--- src/rtl/instr_aligner_pkg.sv ---
// instr_aligner_pkg: constants shared by the fetch-side instruction aligner,
// fetch and decode.
package instr_aligner_pkg;
    localparam int          PC_WIDTH_DEF  = 24;
    localparam int          INSTR_LEN_BIT = 15;
    localparam logic        IDLE          = 1'b0;
    localparam logic        HALF          = 1'b1;
    localparam logic [15:0] HALF_ZERO     = 16'h0000;
endpackage

--- src/rtl/instr_aligner.sv ---
// instr_aligner: assembles 16-bit code words into 16/32-bit instructions
// for decode, tracking the word-address PC of each emitted instruction.
module instr_aligner
    import instr_aligner_pkg::*;
#(
    parameter int                  PC_WIDTH = PC_WIDTH_DEF,
    parameter logic [PC_WIDTH-1:0] RESET_PC = '0
) (
    input  logic                clk,
    input  logic                rst_n,
    input  logic [15:0]         in_word,
    input  logic                in_valid,
    output logic                in_ready,
    input  logic                flush,
    input  logic [PC_WIDTH-1:0] flush_pc,
    output logic [31:0]         out_instr,
    output logic                out_is32,
    output logic [PC_WIDTH-1:0] out_pc,
    output logic                out_valid,
    input  logic                out_ready
);
    logic                r_state;
    logic                w_state_nxt;
    logic [15:0]         r_hold;
    logic [PC_WIDTH-1:0] r_hold_pc;
    logic [PC_WIDTH-1:0] r_next_pc;
    logic                w_acc;
    logic                w_long;
    logic                w_done;

    always_ff @(posedge clk or negedge rst_n) begin
        if (!rst_n) r_state <= IDLE;
        else        r_state <= w_state_nxt;
    end

    always_comb begin
        w_state_nxt = r_state;
        if (flush)      w_state_nxt = IDLE;
        else if (w_acc) w_state_nxt = (r_state == IDLE && w_long) ? HALF : IDLE;
    end

    // in_ready ignores in_valid so fetch can rely on it combinationally
    always_comb begin
        in_ready = !flush && (!out_valid || out_ready);
        w_acc    = in_valid && in_ready;
        w_long   = in_word[INSTR_LEN_BIT];
        w_done   = w_acc && (r_state == HALF || !w_long);
    end

    always_ff @(posedge clk or negedge rst_n) begin
        if (!rst_n) begin
            out_valid <= 1'b0;
            out_instr <= '0;
            out_is32  <= 1'b0;
            out_pc    <= '0;
            r_hold    <= '0;
            r_hold_pc <= '0;
            r_next_pc <= RESET_PC;
        end else if (flush) begin
            out_valid <= 1'b0;
            r_next_pc <= flush_pc;
        end else begin
            if (w_acc) r_next_pc <= r_next_pc + PC_WIDTH'(1);
            if (w_acc && r_state == IDLE && w_long) begin
                r_hold    <= in_word;
                r_hold_pc <= r_next_pc;
            end
            if (w_done) begin
                out_valid <= 1'b1;
                out_instr <= (r_state == HALF) ? {r_hold, in_word} : {in_word, HALF_ZERO};
                out_is32  <= (r_state == HALF);
                out_pc    <= (r_state == HALF) ? r_hold_pc : r_next_pc;
            end else if (out_ready) begin
                out_valid <= 1'b0;
            end
        end
    end
endmodule
--- config.mk ---
export PLATFORM = sky130hd
export DESIGN_NAME = instr_aligner
export DESIGN_NICKNAME = d
export VERILOG_FILES = /design/src/rtl/instr_aligner_pkg.sv /design/src/rtl/instr_aligner.sv
export SDC_FILE = /design/constraint.sdc
export NUM_CORES = 1
export LEC_CHECK = 0
export BUFFER_PORTS_ARGS = -buffer_cell sky130_fd_sc_hd__buf_4
export CORE_UTILIZATION = 35
export DETAILED_ROUTE_END_ITERATION = 16
export SYNTH_ARGS = -nofsm -noshare
export SYNTH_HDL_FRONTEND = slang
export SYNTH_SLANG_ARGS = --single-unit
--- constraint.sdc ---
create_clock -name clk -period 4.6 [get_ports clk]
set_input_delay 1.15 -clock clk [delete_from_list [all_inputs] [get_ports clk]]
set_output_delay 1.15 -clock clk [all_outputs]
set_load 0.05 [all_outputs]
# --- Word-level counts from Yosys, hierarchy flattened ---
# Cells that the tools add are included.
# Widths: inputs -> output; s select.
op_classes:
  addsub: 1
  reduce_logical: 15
  n_mux: 10
  bitwise_logic: 2
op_table:
  columns: ["op", "count"]
  rows:
  - ["$mux 24", 3]
  - ["$mux 32", 1]
  - ["$add 24x1->24 const B", 1]
  - ["$logic_and 1x1->1", 6]
  - ["$mux 1", 6]
  - ["$reduce_and 2->1", 2]
  - ["$logic_not 1->1", 3]
  - ["$reduce_bool 3->1", 1]
  - ["$logic_or 1x1->1", 2]
  - ["$not 1->1", 2]
  - ["$reduce_bool 2->1", 1]
totals:
  elab_cells: 36
  ff_bits: 123
  output_inout_bits: 59

# --- Longest topological paths before layout ---
logic_depth:
  depth_word: 7
  ltp_mapped: 7
  mapped_depth_nobuf: 5

# --- Worst setup path after synthesis ---
# Ideal clock, no wire load.
synth_path:
  path_kind: "in2out"
  startpoint: "input port flush"
  endpoint: "output port in_ready"
  slack_ns: 1.235
  t_required_ns: 3.450
  path_stages: 3
  arrival_time_ns: 2.215
  path_buffers: 2
  path_cell_list: "clkbuf_1 clkbuf_1 nor2_1"
synth_between:
  elab_chain_cells: 2
synth_lines:
  columns: ["item", "line", "rtl"]
  rows:
  - ["start: declaration", "instr_aligner.sv:14", "input logic flush,"]
  - ["$logic_not 1->1", "instr_aligner.sv:44", "in_ready = !flush && (!out_valid || out_ready);"]
  - ["$logic_and 1x1->1", "instr_aligner.sv:44", null]
  - ["end: declaration", "instr_aligner.sv:13", "output logic in_ready,"]
# No other way between the ends.

# --- Worst setup path after layout ---
layout_path:
  startpoint: "input port out_ready"
  endpoint: "output port in_ready"
layout_between:
  elab_chain_cells: 2
layout_lines:
  columns: ["item", "line", "rtl"]
  rows:
  - ["start: declaration", "instr_aligner.sv:20", "input logic out_ready"]
  - ["$logic_or 1x1->1", "instr_aligner.sv:44", null]
  - ["$logic_and 1x1->1", "instr_aligner.sv:44", null]
# No other way between the ends.

==> key figures <==
Die
  – Die height: 126 um
  – # rows: 44
  – Area of the core: around 15,000 um2
  – Die Width: 126 um
  – Initial Util: 36.5%
  – Die Area: 15,900 um2
  – IO Pins: 104

CTS
  – Post-CTS setup buffer count: 0
  – Clock buffer depth: 2
  – Clk_lat worst skew: 0.42 ns
  – Clk root buf: clkbuf_16
  – Resized cells post-CTS: 0
  – CTS Buf Count: 17
  – H-tree levels: 4
  – Clk slew on worst S/H paths: 0.05 ns
  – CTS tree: built
  – CTS sink cnt: 123
  – Post-CTS Hold Buffers: 0

Placement
  – Port bufs: 103
  – GP Congestion: between 0.7 and 0.8
  – Hpwl dp: about 8 mm
  – Cell Area, Placed: about 6300 um2

Worst setup path
  – Largest stage delay, worst path: between 0.2 and 0.3 ns
  – Req. time, crit path: about 3.5 ns
  – Worst setup path start: out_ready
  – Critical Path AT: about 1.8 ns
  – CP Class: primary input to output pin
  – Critical Path Most Common Cell: buf_4
  – Worst path cell trace: buf_4 > nor2b_1 > nor2_1 > buf_4
  – R2r worst-path depth: 4
  – CP startpoint kind: primary input
  – Crit Path Max Fanout: 3
  – Reg-to-Reg End: r_hold[0]
  – CP Capture Point: in_ready
  – R2r setup slk: 2.23 ns
  – Worst R2R Start: out_valid
  – Critical-path top delay cell: nor2b_1
  – Worst setup EP type: output pin

Drt
  – Iteration count of the initial detailed-routing pass: 5
  – Avg WL per Cell: between 15 and 20 um
  – DRC: 0
  – Highest Signal Layer: met4
  – ANT nets after route: 0
  – Met2 WL: around 5.5 mm
  – Drt via density: 5.34
  – DR WL met3: about 750 um
  – Initial DRC count: 304
  – Post-Route M1 WL: 5.84 mm
  – Total number of vias: 4,025
  – Detailed Route WL: 12.3 mm

Run status
  – Status: finished, final reports clean

Power
  – Total Power: around 3500 uW
  – Power Internal: between 2000 and 2500 uW
  – Lkg Pwr: 0.00307 uW
  – Switching pwr: 1130 uW
  – PD cells: 511 nW/um2
  – Clock share of power: 34.5%
  – Max rail drop VDD: 0.298 mV
  – Combinational power share: 24.7%
  – Net Sw Frac: 32.4%
  – Share of power burned in registers: 40.8%

Global routing
  – Global-route wire length before repair: 20.4 mm
  – Initial antenna violation count: 0
  – Tot GR Track Use: 16.6%
  – Largest net degree at the start of global routing: 71
  – Vias in the first global route: between 3k and 4k
  – Grt total ovfl: 0

Layout
  – Nets: 607
  – Layout Utilization: 46.2%
  – Share of layout cells above drive strength 1: 31.4%
  – Final instance area: 6820 um2
  – Area grow syn2layout: 26.7%
  – # diodes: 0

Yosys
  – Distinct cells, synth: 35
  – Sequential share of the synthesized area: between 50% and 60%
  – Dominant synthesized flop cell: dfrtp_1
  – Number of synthesized flops with an enable pin: 0
  – Async SR Flop Fraction: 100%
  – #FFs+latches synth: about 120
  – Post-Syn Area: 5380 um2
  – Syn Inst Count: between 400 and 500
  – Synthesized area per cell: 11.5 um2
  – Count of warnings emitted by yosys: 0
  – Syn Nets: a little over 500

Timing
  – Final Hold Fails: 0
  – Setup TNS: 0 ns
  – Slew Viols, Final: 0
  – Hold WS: 0.461 ns
  – Final worst-path cycle share: 64.2%
  – RSZ-0062 raised after global routing: false
  – Final setup viols: 0
  – Slew HR: 34.0%
  – Post-route clock skew: 0.00461 ns
  – Slew @ Worst Pin: between 0.9 and 1 ns
  – Fmax: 338 MHz
  – Post-route minimum period: slightly below 3 ns

Hold path
  – Hold WC Path Type: flip-flop to flip-flop

Run
  – Max-Cap Viols: 0
==> stage by stage <==
step | worst slack [ns] | instances
5_1_grt | 1.59 | 754
3_3_place_gp | 1.41 | 726
3_5_place_dp | 1.32 | 726
6_report | 1.65 | 754
2_1_floorplan | 1.23 | 467
4_1_cts | 1.66 | 754
==> worst min path at each step <==
stage          startpoint    endpoint  slack [ns]  depth (start not counted)
6_report       r_hold[15]  r_hold[15]        0.46                          1
5_1_grt        r_hold[15]  r_hold[15]        0.49                          1
4_1_cts        r_hold[15]  r_hold[15]        0.47                          1
3_5_place_dp   r_hold[15]  r_hold[15]        0.45                          1
3_3_place_gp   r_hold[15]  r_hold[15]        0.45                          1
2_1_floorplan  r_hold[15]  r_hold[15]        0.44                          1
==> power groups by stage <==
stage | registers [uW] | logic, uW | clock network, uW
6_report | 1420 | 860 | 1200
4_1_cts | 1420 | 871 | 1230
2_1_floorplan | 1750 | 256 | 0
3_3_place_gp | 1430 | 854 | 0
5_1_grt | 1450 | 919 | 1280
3_5_place_dp | 1440 | 868 | 0
==> cell usage in the layout, fill, tap and decap left out, types with 2 or more instances in the layout <==
cell type	Yosys	final
clkbuf_8	0	6
nand2_1	53	53
mux2_2	39	39
inv_1	4	4
a21oi_1	2	2
o211a_1	2	2
nor2_1	15	15
buf_4	0	109
o31ai_1	13	13
and3_1	4	4
o21ai_0	47	47
nor4_1	2	2
clkbuf_16	0	17
and4_1	2	2
mux2i_1	40	40
o211ai_1	2	2
dfrtp_1	123	122
xor2_1	5	5
nand2b_1	4	4
clkbuf_1	20	3
nand2_2	2	2
nand3_1	10	10
a31oi_1	13	13
clkinv_2	0	2
or3_1	3	2
a211o_1	2	2
or4_1	14	14
nand4_1	9	9
a22o_1	16	16
==> critical path: cells and delay by family <==
kind,cells,cell delay (ns)
buf+inv,2,0.31
simple gates,2,0.35
==> flip-flops by register name, summed over array words and instances, names as in the netlist <==
name	count
out_instr	32
out_pc	24
r_hold	16
out_valid	1
r_state	1
out_is32	1
r_next_pc	24
r_hold_pc	24
==> logic make-up (layout without fill, tap and decap cells) <==
group / Yosys count / after routing / synth area share (%)
compound gates: 98 / 98 / 11.6
flops: 123 / 123 / 57.2
buf+inv: 38 / 141 / 2.98
xor+xnor: 6 / 6 / 0.976
simple gates: 122 / 122 / 11.4
fa+ha+maj: 1 / 1 / 0.232
mux: 79 / 79 / 15.6
==> Yosys cell counts, types with 3 or more instances <==
| master | number | area, um2 |
|---|---|---|
| nand4_1 | 9 | 56.3 |
| xor2_1 | 5 | 43.8 |
| o31ai_1 | 13 | 97.6 |
| dfrtp_1 | 123 | 3080 |
| and3_1 | 4 | 25.0 |
| nand3_1 | 10 | 50.1 |
| clkbuf_1 | 20 | 75.1 |
| mux2_2 | 39 | 439 |
| nor2_1 | 15 | 56.3 |
| mux2i_1 | 40 | 400 |
| buf_1 | 5 | 18.8 |
| inv_1 | 4 | 15.0 |
| a22o_1 | 16 | 140 |
| or4_1 | 14 | 105 |
| nand2b_1 | 4 | 25.0 |
| or3_1 | 3 | 18.8 |
| buf_2 | 8 | 40.0 |
| o21ai_0 | 47 | 235 |
| a31oi_1 | 13 | 81.3 |
| nand2_1 | 53 | 199 |
==> final cells by class <==
class | count | area [um2]
sequential | 123 | 3080
clock inverter | 2 | 10.0
clock buffer | 26 | 519
tap | 184 | 230
multi-input combinational | 306 | 2150
fill | 1380 | 7940
timing repair buffer | 109 | 818
inverter | 4 | 15.0
==> layer usage <==
layer  vias to the layer above  global-route usage [%]
li1                       1887                       -
met5                         -                       0
met1                      1971                    22.9
met3                        19                    4.63
met4                         0                    6.59
met2                       148                    24.6
Note: power is estimated with default switching activity, not from simulation.
